### src/rtl/voice_mixer.sv
// voice_mixer: sums four 8-bit voices, scales by a 0..7 volume and writes 24-bit samples to a codec
module voice_mixer #(
   parameter int SAMPLE_DIV = 1042
) (
   input  logic        clk,
   input  logic        reset_n,
   input  logic [31:0] voice_samples,
   input  logic [3:0]  voice_enable,
   input  logic        vol_up,
   input  logic        vol_down,
   input  logic        write_ready,
   output logic        write,
   output logic [23:0] writedata_left,
   output logic [23:0] writedata_right,
   output logic [2:0]  volume,
   output logic        active,
   output logic        overrun
);
   typedef enum logic [2:0] {IDLE, CAPTURE, SUM, SCALE, SEND} state_t;
   localparam logic [11:0] LAST = 12'(SAMPLE_DIV - 1);
   state_t             state_q, state_d;
   logic [11:0]        cnt_q, cnt_d;
   logic [31:0]        smp_q, smp_d;
   logic [3:0]         en_q, en_d;
   logic signed [10:0] sum_q, sum_d, acc;
   logic signed [12:0] prod;
   logic [23:0]        wd_q, wd_d;
   logic [2:0]         vol_q, vol_d;
   logic               active_q, active_d, overrun_q, overrun_d;
   logic               up_q, up_d, dn_q, dn_d;
   logic               tick, up_rise, dn_rise;
   // sample-rate divider: tick marks the last count of each period
   always_comb begin
      tick  = cnt_q == LAST;
      cnt_d = tick ? 12'd0 : cnt_q + 12'd1;
   end
   // sequencing: one sample walks capture -> sum -> scale -> send
   always_comb begin
      state_d = state_q;
      case (state_q)
         IDLE:    state_d = tick ? CAPTURE : IDLE;
         CAPTURE: state_d = SUM;
         SUM:     state_d = SCALE;
         SCALE:   state_d = SEND;
         SEND:    state_d = write_ready ? IDLE : SEND;
         default: state_d = IDLE;
      endcase
   end
   // datapath: capture inputs, sum offset-binary voices, scale into the top bits of the codec word
   always_comb begin
      acc = '0;
      for (int i = 0; i < 4; i++)
         acc = acc + (en_q[i] ? $signed({3'b000, smp_q[8*i +: 8]}) - 11'sd128 : 11'sd0);
      prod      = 13'(sum_q) * 13'($signed({1'b0, vol_q}));
      smp_d     = state_q == CAPTURE ? voice_samples : smp_q;
      en_d      = state_q == CAPTURE ? voice_enable : en_q;
      active_d  = state_q == CAPTURE ? |voice_enable : active_q;
      sum_d     = state_q == SUM ? acc : sum_q;
      wd_d      = state_q == SCALE ? {prod, 11'd0} : wd_q;
      overrun_d = overrun_q | (tick & (state_q != IDLE));
   end
   // volume: act on rising edges only; simultaneous up/down edges cancel
   always_comb begin
      up_d    = vol_up;
      dn_d    = vol_down;
      up_rise = vol_up & ~up_q;
      dn_rise = vol_down & ~dn_q;
      vol_d   = (up_rise & ~dn_rise & (vol_q != 3'd7)) ? vol_q + 3'd1 :
                (dn_rise & ~up_rise & (vol_q != 3'd0)) ? vol_q - 3'd1 : vol_q;
   end
   // state registers with synchronous active-high reset
   always_ff @(posedge clk) begin
      if (reset_n) begin
         state_q   <= IDLE;
         cnt_q     <= '0;
         smp_q     <= '0;
         en_q      <= '0;
         sum_q     <= '0;
         wd_q      <= '0;
         vol_q     <= 3'd4;
         active_q  <= 1'b0;
         overrun_q <= 1'b0;
         up_q      <= 1'b0;
         dn_q      <= 1'b0;
      end else begin
         state_q   <= state_d;
         cnt_q     <= cnt_d;
         smp_q     <= smp_d;
         en_q      <= en_d;
         sum_q     <= sum_d;
         wd_q      <= wd_d;
         vol_q     <= vol_d;
         active_q  <= active_d;
         overrun_q <= overrun_d;
         up_q      <= up_d;
         dn_q      <= dn_d;
      end
   end
   assign write           = (state_q == SEND) & write_ready & ~reset_n;
   assign writedata_left  = wd_q;
   assign writedata_right = wd_q;
   assign volume          = vol_q;
   assign active          = active_q;
   assign overrun         = overrun_q;
endmodule

### config.mk
export PLATFORM = sky130hd
export DESIGN_NAME = voice_mixer
export DESIGN_NICKNAME = d
export VERILOG_FILES = /design/src/rtl/voice_mixer.sv
export SDC_FILE = /design/constraint.sdc
export NUM_CORES = 1
export LEC_CHECK = 0
export BUFFER_PORTS_ARGS = -buffer_cell sky130_fd_sc_hd__buf_2
export CAP_MARGIN = 20
export CORE_MARGIN = 5
export CORE_UTILIZATION = 57
export CTS_CLUSTER_DIAMETER = 100
export DETAILED_ROUTE_END_ITERATION = 8
export GPL_TIMING_DRIVEN = 0
export PLACE_DENSITY_LB_ADDON = 0.25
export SLEW_MARGIN = 5
export SYNTH_ARGS = -nofsm -noshare
export SYNTH_HDL_FRONTEND = slang
export SYNTH_SLANG_ARGS = --single-unit
### constraint.sdc
create_clock -name clk -period 4.6 [get_ports clk]
set_clock_uncertainty 0.15 [all_clocks]
set_input_delay 0 -clock clk [delete_from_list [all_inputs] [get_ports clk]]
set_output_delay 0 -clock clk [all_outputs]
set_load 0.01 [all_outputs]
==> results.toml, run 1 <==
[status]
outcome = "finished, final reports clean"

[yosys]
synth_top_family_by_area = "simple AND/OR/NAND/NOR gates"
ys_ff_latch = 82
async_reset_ff_share_pct = 0
yosysTopAreaCell = "dfxtp_1"
synth_cell_types = 57
synthCells = 670
synth_top_area_share_pct = 30.4
synth_simple_gate_area_share_pct = 23.7
synthXorXnorAreaFrac_pct = 3.17
synthAdderAreaFrac_pct = 18.2
synth_area_mm2 = 0.00540
synth_ff_type = "dfxtp_1"
synth-edff-count = 0
ys_warn_count = 0
synth_compound_area_share_pct = 12.2
synthTopCellsByArea = "dfxtp_1 30%, fa_1 10%, nand2_1 7.9%"
syn_area_per_cell_um2 = 8.07
yosysSeqAreaShare_pct = 30.4
synth.most_common_cell = "nand2_1"
synth.area.mux_share_pct = 0.926
synthTopCellsByCount = "114 x nand2_1, 82 x dfxtp_1, 63 x a21oi_1"

[floorplan]
dieWidth_um = 107
fp.dieArea_mm2 = 0.0115
initial_core_util_pct = 58.5
die_y_um = 107
coreArea_mm2 = 0.00924
io_pins = 95
num_rows = 35

[clock_tree]
htreeDepth = 3
cts_resized = 0
cts_setup_buffers = 0
cts_sinks = 82
clk_pin_slew_ns = 0.09
cts_tree = "yes"
insertion_delay_ns = 0.37
cts_buffers = 9
cts_hold_buf = 40
clock-root-buffer = "clkbuf_8"
cts_buffer_depth = 2

[finish]
design_area_mm2 = 0.00658
finalNonFillerCells = 948
area_growth_pct = 21.8
fin_nets = 917
drive_gt1_share_pct = 15.8
fillerInstances = 746
n_antenna_cell = 0
fin_util_pct = 71.2

[critical_path]
critPathLaunch = "volume[1]"
crit_chain = "clkbuf_1 -> clkbuf_1 -> and2_1 -> ha_1 -> inv_1 -> fa_1 -> fa_1 -> nand2b_1 -> a21oi_1 -> o31a_1 -> o21ai_0 -> a311oi_2"
timing.rr.start = "volume[1]"
cp-end-kind = "flip-flop"
cp_slowest_cell = "fa_1"
crit_type = "reg -> reg"
critical_path.startpoint_type = "flip-flop"
crit_path_max_fanout = 10
required_ns = 4.73
cpPeakStageDelay_ns = 0.49
arrival_ns = 3.90
r2r_setup_slack_ns = 0.83

[power]
power.total_mw = 1.38
powerDensity_mw_per_mm2 = 210
vdd_drop_max_v = 0.000166
leakagePower_nw = 3.03

[timing]
whs_ns = 0.247
slew_headroom_pct = 54.8
post-route-min-period_ns = 3.77
fmax_mhz = 265
slew_viol_final = 0
setup_ws_ns = 0.832
setup_tns_ns = 0
tightestPinTransition_ns = 0.675
setup_viol = 0
period_share_pct = 81.9
hold_viol = 0
grt_setup_unrepaired = "false"

[placement]
dp_cells = 892
hpwl_mm = 9.37
place_ws_ns = 0.913
port_buffers = 72
place_area_mm2 = 0.00600
place.gp.congestion = 0.846

[run]
drv_cap = 0

[drt]
initialDrtViolationCount = 228
viasPerCell = 5.13
wl_per_cell_um = 13.4
drt_wl_total_mm = 12.7
drcViolationCount = 0
vias = 4863
dr.pass1.iters = 5
ant_nets = 0

[global_route]
groute.usage.overall_pct = 22.5
grt_pass1_wl_mm = 21.0
grt_max_degree = 16
antenna_found_initial = 0
grt_overflow_total = 0
grt_pass1_vias = 4632

[min_path]
min_from = "vol_up"
hold_class = "in -> reg"
[cells in the final DEF (no fill, tap or decap), drive strengths merged, types with 14 or more instances in the layout]
master       synthesis  routed
buf                 40     112
and2                46      46
dfxtp               82      82
o21ai               14      14
dlygate4sd3          0      40
clkbuf              24      34
nor2                42      42
fa                  28      28
inv                 62      64
nand3               23      23
nand2              114     114
ha                  34      34
a21oi               63      63
conb                 1      22
[routing by layer]
| layer | global-route usage, % | vias up | wire [µm] |
|---|---|---|---|
| li1 | - | 2424 | - |
| met4 | 7.94 | 0 | 321 |
| met5 | 0 | - | 0 |
| met1 | 26.7 | 2263 | 5210 |
| met2 | 40.6 | 146 | 6460 |
| met3 | 4.02 | 30 | 721 |
[critical path: cells and delay by family (launching register included)]
kind / cells / cell delay (ns)
buffers and inverters: 3 / 0.72
adders and majority gates: 3 / 1.15
AOI/OAI and AO/OA: 4 / 0.90
and+or+nand+nor: 2 / 0.37
DFF: 1 / 0.38
[cell families after synthesis]
| group | count (synthesis) |
|---|---|
| muxes | 5 |
| xor gates and xnor gates | 17 |
| and+or+nand+nor | 268 |
| adders and majority gates | 62 |
| buffers and inverters | 126 |
| AOI/OAI and AO/OA | 109 |
| other | 1 |
| DFF | 82 |
[final timing paths]
check	endpoint	cells past startpoint
worst max-delay path	writedata_left[23]	12
worst min-delay path	up_q	3
worst max register to register	writedata_left[23]	12
worst min register to register	smp_q[15]	2
[final cells by class]
cell class | count | area [µm²] | share of cell area (%)
inverters | 62 | 233 | 3.54
clock buffers | 10 | 128 | 1.94
well taps | 129 | 161 | 2.45
repair buffers | 112 | 761 | 11.6
clock inverters | 6 | 50.0 | 0.760
plain buffers | 64 | 380 | 5.78
flip-flops and latches | 82 | 1640 | 24.9
multi-input cells | 483 | 3230 | 49.0
[sequential cells by signal, summed over array words and instances, names as in the netlist]
name	count
active	1
cnt_q	12
dn_q	1
en_q	4
overrun	1
smp_q	32
state_q	3
sum_q	11
up_q	1
volume	3
writedata_left	13
[where the power goes]
part | leakage, nW | internal (mW) | switching [mW]
combinational | 2.29 | 0.0815 | 0.0829
clock | 0.0771 | 0.202 | 0.290
sequential | 0.662 | 0.717 | 0.00709
Note: power is estimated with default switching activity, not from simulation.
==> run 2: changes to the inputs <==
--- a/config.mk
+++ b/config.mk
@@ -5,10 +5,11 @@
 export SDC_FILE = /design/constraint.sdc
 export NUM_CORES = 1
 export LEC_CHECK = 0
+export ABC_AREA = 1
 export BUFFER_PORTS_ARGS = -buffer_cell sky130_fd_sc_hd__buf_2
 export CAP_MARGIN = 20
 export CORE_MARGIN = 5
-export CORE_UTILIZATION = 57
+export CORE_UTILIZATION = 58
 export CTS_CLUSTER_DIAMETER = 100
 export DETAILED_ROUTE_END_ITERATION = 8
 export GPL_TIMING_DRIVEN = 0
==> constraint.sdc (replaced) <==
create_clock -name clk -period 3.85 [get_ports clk]
set_clock_uncertainty 0.15 [all_clocks]
set_input_delay 0 -clock clk [delete_from_list [all_inputs] [get_ports clk]]
set_output_delay 0 -clock clk [all_outputs]
set_load 0.01 [all_outputs]
==> run 2 against run 1 <==
  * Via count is 7.4% higher
  * Flip-flop and latch count is the same
  * Critical path type unchanged
  * Total power increased by 26%
  * First-iteration DRC count is 27% lower
  * Largest cell class unchanged
==> results.toml, run 2 <==
[status]
outcome = "finished, final reports clean"

[drt]
ant_nets = 0
initialDrtViolationCount = 166
drt_wl_total_mm = 13.0
wl_per_cell_um = 11.9
viasPerCell = 4.76
vias = 5221
dr.pass1.iters = 4
drcViolationCount = 0

[global_route]
grt_max_degree = 16
antenna_found_initial = 0
groute.usage.overall_pct = 23.0
grt_pass1_wl_mm = 21.9
grt_pass1_vias = 5007
grt_overflow_total = 0

[min_path]
hold_class = "in -> reg"
whs_endpoint = "up_q"
hold_depth = 4
min_from = "vol_up"

[finish]
mostFrequentLayoutCells = "210 x nand2_1, 157 x inv_1, 82 x dfxtp_1, 73 x buf_2, 66 x nor2_1"
n_antenna_cell = 0
fin_nets = 1062
area_growth_pct = 21.6
largest_reg_flops = 32
top_register = "smp_q"
final_common_cell = "nand2_1"
drive_gt1_share_pct = 16.2
fillerInstances = 799

[critical_path]
r2r_setup_slack_ns = 0.55
cpPeakStageDelay_ns = 0.49
rr_endpoint = "sum_q[9]"
cp-end-kind = "flip-flop"
required_ns = 3.95
cp_slowest_cell = "fa_1"
crit_chain = "clkbuf_1 -> nand2_1 -> inv_1 -> fa_1 -> fa_1 -> ha_1 -> fa_1 -> nand3_1 -> nand2_1 -> nand2_1 -> a21oi_1 -> o21ai_0 -> inv_1"
critical_path.startpoint_type = "flip-flop"
timing.rr.start = "en_q[1]"
crit_path_max_fanout = 9
arrival_ns = 3.40
rr_worst_depth = 13
crit_type = "reg -> reg"

[yosys]
synthTopCellsByCount = "210 x nand2_1, 157 x inv_1, 82 x dfxtp_1"
synth.most_common_cell = "nand2_1"
synthTopCellsByArea = "dfxtp_1 29%, nand2_1 14%, inv_1 10%"
synthCells = 815
yosysSeqAreaShare_pct = 28.7
synth_top_area_share_pct = 28.7
synth_cell_types = 38
synth-edff-count = 0
synth_area_mm2 = 0.00572
ys_ff_latch = 82
ys_warn_count = 0
syn_area_per_cell_um2 = 7.02
synth_ff_type = "dfxtp_1"
async_reset_ff_share_pct = 0
yosysTopAreaCell = "dfxtp_1"

[clock_tree]
cts_buffer_depth = 2
clk_pin_slew_ns = 0.09
clock-root-buffer = "clkbuf_8"
cts_sinks = 82
htreeDepth = 3
cts_tree = "yes"
insertion_delay_ns = 0.35
cts_buffers = 9
cts_resized = 0

[placement]
port_buffers = 71
place.gp.congestion = 0.829
hpwl_mm = 9.53

[timing]
post-route-min-period_ns = 3.30
setup_tns_ns = 0
slew_headroom_pct = 59.8
period_share_pct = 85.8
fmax_mhz = 303
setup_viol = 0
tightestPinTransition_ns = 0.603
whs_ns = 0.241
slew_viol_final = 0
hold_viol = 0
grt_setup_unrepaired = "false"

[power]
powerDensity_mw_per_mm2 = 250
vdd_drop_max_v = 0.000207
power.total_mw = 1.74
leakagePower_nw = 3.81

[floorplan]
coreArea_mm2 = 0.00968
io_pins = 95
dieWidth_um = 109
die_y_um = 109
fp.dieArea_mm2 = 0.0119
num_rows = 36
initial_core_util_pct = 59.1

[run]
drv_cap = 0
## run 2: layout make-up
type | count | area, µm² | share of cell area [%]
Timing Repair Buffer | 112 | 766 | 11.0
Multi-Input combinational cell | 532 | 3110 | 44.7
Inverter | 162 | 613 | 8.81
Tap cell | 133 | 166 | 2.39
Clock inverter | 7 | 103 | 1.47
Sequential cell | 82 | 1640 | 23.6
Buffer | 60 | 434 | 6.24
Clock buffer | 9 | 124 | 1.78
## run 2: cell families after synthesis
logic type	count (synthesis)	synth area share, %
flops	82	28.7
xor+xnor	9	1.38
buf+inv	222	18.3
compound gates	95	8.84
simple gates	344	25.5
fa+ha+maj	62	17.2
other cells	1	0.0656
## run 2: worst max-delay path by stage
stage,start,end,slack (ns),cells after the start
floorplan,en_q[1],sum_q[9],0.89,13
global placement,en_q[2],sum_q[9],0.61,13
detailed placement,en_q[1],sum_q[9],0.58,13
finish,en_q[1],sum_q[9],0.55,13
CTS,en_q[1],sum_q[9],0.56,13
global route,volume[1],writedata_left[23],0.29,16
## run 2: stage by stage
stage / setup WS (ns) / utilization, % / std cells / cell area, µm²
after floorplan: 0.894 / - / 836 / 5800
after global placement: 0.614 / 65.3 / 1040 / 6320
after global routing: 0.291 / 71.8 / 1097 / 6960
final: 0.546 / 71.8 / 1097 / 6960
after detailed placement: 0.584 / 65.3 / 1040 / 6320
after CTS: 0.564 / 71.8 / 1097 / 6960
## run 2: worst max-delay path: cells and delay by family (launching register included)
kind / cells / cell delay, ns
adder cells (fa/ha/maj): 4 / 1.62
buffers and inverters: 3 / 0.50
AND/OR/NAND/NOR: 4 / 0.41
flip-flops: 1 / 0.31
AO/OA/AOI/OAI: 2 / 0.23
## run 2: layer usage
| layer | routed length, µm | GRT usage [%] |
|---|---|---|
| met5 | 0 | 0 |
| met4 | 263 | 7.84 |
| met3 | 615 | 4.35 |
| met2 | 6710 | 44.0 |
| met1 | 5410 | 25.1 |
## run 2: repair_timing
item | CTS | global route
setup buffers | 0 | 0
hold buffers | 41 | 0
hold endpoints to repair | 44 | 0
## run 2: power breakdown
part           switching (mW)  internal (mW)  leakage (nW)  total, mW
clock network           0.338          0.371         0.104      0.709
logic                  0.0842         0.0785          3.04      0.163
registers              0.0137          0.857         0.662      0.870
total                   0.436           1.31          3.81       1.74
==> run 3: changes to the inputs <==
--- a/config.mk
+++ b/config.mk
@@ -5,11 +5,10 @@
 export SDC_FILE = /design/constraint.sdc
 export NUM_CORES = 1
 export LEC_CHECK = 0
-export ABC_AREA = 1
 export BUFFER_PORTS_ARGS = -buffer_cell sky130_fd_sc_hd__buf_2
 export CAP_MARGIN = 20
 export CORE_MARGIN = 5
-export CORE_UTILIZATION = 58
+export CORE_UTILIZATION = 57
 export CTS_CLUSTER_DIAMETER = 100
 export DETAILED_ROUTE_END_ITERATION = 8
 export GPL_TIMING_DRIVEN = 0
==> run 3 against run 2 <==
  * Die area is 3.5% lower
  * Core utilization is 0.64 points lower
  * Critical endpoint unchanged
  * First-iteration DRC count is 51% higher
  * Combinational power is 18% higher
  * Non-clock buffer count is 3 higher
  * Highest routed layer unchanged
  * Clock power is 17% lower
  * Cell area is 5.4% lower
  * Register-to-register slack worse by 0.26 ns
  * Flip-flop and latch count stayed put
==> results.toml, run 3 (synthesis gave the netlist of run 1 again) <==
[global_route]
grt_overflow_total = 0
antenna_found_initial = 0
grt_max_degree = 16
grt_pass1_wl_mm = 21.0
groute.usage.overall_pct = 22.5
grt_pass1_vias = 4632

[drt]
vias = 4845
ant_nets = 0
drcViolationCount = 0
dr.pass1.iters = 5
viasPerCell = 5.12
wl_per_cell_um = 13.4
initialDrtViolationCount = 251
drt_wl_total_mm = 12.7

[timing]
slew_viol_final = 0
grt_setup_unrepaired = "false"
setup_tns_ns = 0
period_share_pct = 92.6
hold_viol = 0
setup_viol = 0
tightestPinTransition_ns = 0.689
fmax_mhz = 280
slew_headroom_pct = 53.9
post-route-min-period_ns = 3.57

[critical_path]
cp-end-kind = "flip-flop"
crit_type = "reg -> reg"
rr_endpoint = "sum_q[9]"
crit_path_max_fanout = 9
cp_common_cell = "fa_1"
r2r_setup_slack_ns = 0.28
critical_path.startpoint_type = "flip-flop"
rr_worst_depth = 10
crit_chain = "and2_1 -> fa_1 -> fa_1 -> ha_1 -> fa_1 -> a21o_1 -> a22o_1 -> o21ai_1 -> nor4_1 -> a311o_1"
required_ns = 3.95
critPathLaunch = "en_q[1]"
cp_slowest_cell = "dfxtp_1"
cp-endpoint = "sum_q[9]"
cpPeakStageDelay_ns = 0.50
timing.rr.start = "en_q[1]"
arrival_ns = 3.67

[clock_tree]
insertion_delay_ns = 0.37
cts_buffers = 9
htreeDepth = 3
clk_pin_slew_ns = 0.09
cts_tree = "yes"
clock-root-buffer = "clkbuf_8"
cts_buffer_depth = 2
cts_sinks = 82
cts_setup_buffers = 0

[run]
drv_cap = 0

[finish]
mostFrequentLayoutCells = "114 x nand2_1, 82 x dfxtp_1, 73 x buf_2, 63 x a21oi_1, 60 x inv_1"
fillerInstances = 747
top_register = "smp_q"
n_antenna_cell = 0
design_area_mm2 = 0.00658
drive_gt1_share_pct = 15.9
fin_nets = 916
largest_reg_flops = 32
area_growth_pct = 21.8
finalNonFillerCells = 947
final_common_cell = "nand2_1"

[power]
leakagePower_nw = 3.03
vdd_drop_max_v = 0.000198
powerDensity_mw_per_mm2 = 251

[floorplan]
num_rows = 35
dieWidth_um = 107
io_pins = 95
fp.dieArea_mm2 = 0.0115
coreArea_mm2 = 0.00924
die_y_um = 107
initial_core_util_pct = 58.5

[placement]
port_buffers = 72
place_area_mm2 = 0.00600
dp_cells = 892
place.gp.congestion = 0.846
hpwl_mm = 9.37

[status]
outcome = "finished, final reports clean"

[min_path]
hold_class = "in -> reg"
==> run 3: changes by cell type in the layout (fill, tap and decap cells not counted), sizes merged, moves of 9 or more <==
| cell | delta |
|---|---|
| inv | -99 |
| nand2 | -100 |
| nor2 | -28 |
| nand3 | -12 |
| o21ai | -9 |
| and2 | +46 |
| clkbuf | +11 |
==> run 3: worst min path at each step <==
stage                     end  slack (ns)  cells past startpoint               from
floorplan                dn_q       -0.02                      1           vol_down
global placement         up_q        0.08                      2             vol_up
detailed placement       dn_q        0.09                      2           vol_down
CTS                  smp_q[2]        0.25                      4   voice_samples[2]
global route        smp_q[10]        0.26                      4  voice_samples[10]
finish                   up_q        0.25                      3             vol_up
==> run 3: area by class of cell <==
cell class | count | area, µm² | share of cell area (%)
Inverter | 62 | 233 | 3.54
Timing Repair Buffer | 112 | 761 | 11.6
Clock buffer | 10 | 128 | 1.94
Multi-Input combinational cell | 483 | 3230 | 49.1
Tap cell | 129 | 161 | 2.45
Clock inverter | 6 | 50.0 | 0.761
Buffer | 63 | 378 | 5.74
Sequential cell | 82 | 1640 | 24.9
==> run 3: repair_timing <==
item / in CTS / in global routing
gates resized for setup: 0 / 2
setup endpoints to repair: 0 / 4
hold endpoints to repair: 43 / 0
hold buffers: 40 / 0
==> run 3: critical path, delay by kind of cell (launching register included) <==
kind	cells	cell delay, ns
and+or+nand+nor	2	0.28
DFF	1	0.50
AOI/OAI and AO/OA	4	0.90
adders and majority gates	4	1.62
==> run 3: routing by layer <==
layer / vias to the layer above / GRT usage, % / wire (µm) / share of wire (%)
li1: 2424 / - / - / -
met1: 2263 / 26.7 / 5220 / 41
met2: 130 / 40.6 / 6480 / 51
met3: 28 / 4.02 / 686 / 5.4
met4: 0 / 7.94 / 316 / 2.5
met5: - / 0 / 0 / 0
==> run 3: stage by stage <==
| stage | worst slack (ns) | power [mW] | util [%] | hold WS, ns |
|---|---|---|---|---|
| after floorplan | 0.512 | 0.993 | - | -0.0218 |
| after global placement | 0.239 | 1.04 | 65.0 | 0.0752 |
| after detailed placement | 0.163 | 1.05 | 65.0 | 0.0880 |
| after CTS | 0.0783 | 1.65 | 71.2 | 0.246 |
| after global routing | 0.0977 | 1.71 | 71.2 | 0.256 |
| final | 0.284 | 1.65 | 71.2 | 0.246 |
==> run 3: report_power, final <==
group / switching, mW / internal [mW] / total, mW
clock network: 0.346 / 0.241 / 0.587
logic: 0.0951 / 0.0971 / 0.192
registers: 0.0127 / 0.857 / 0.870
total: 0.454 / 1.20 / 1.65
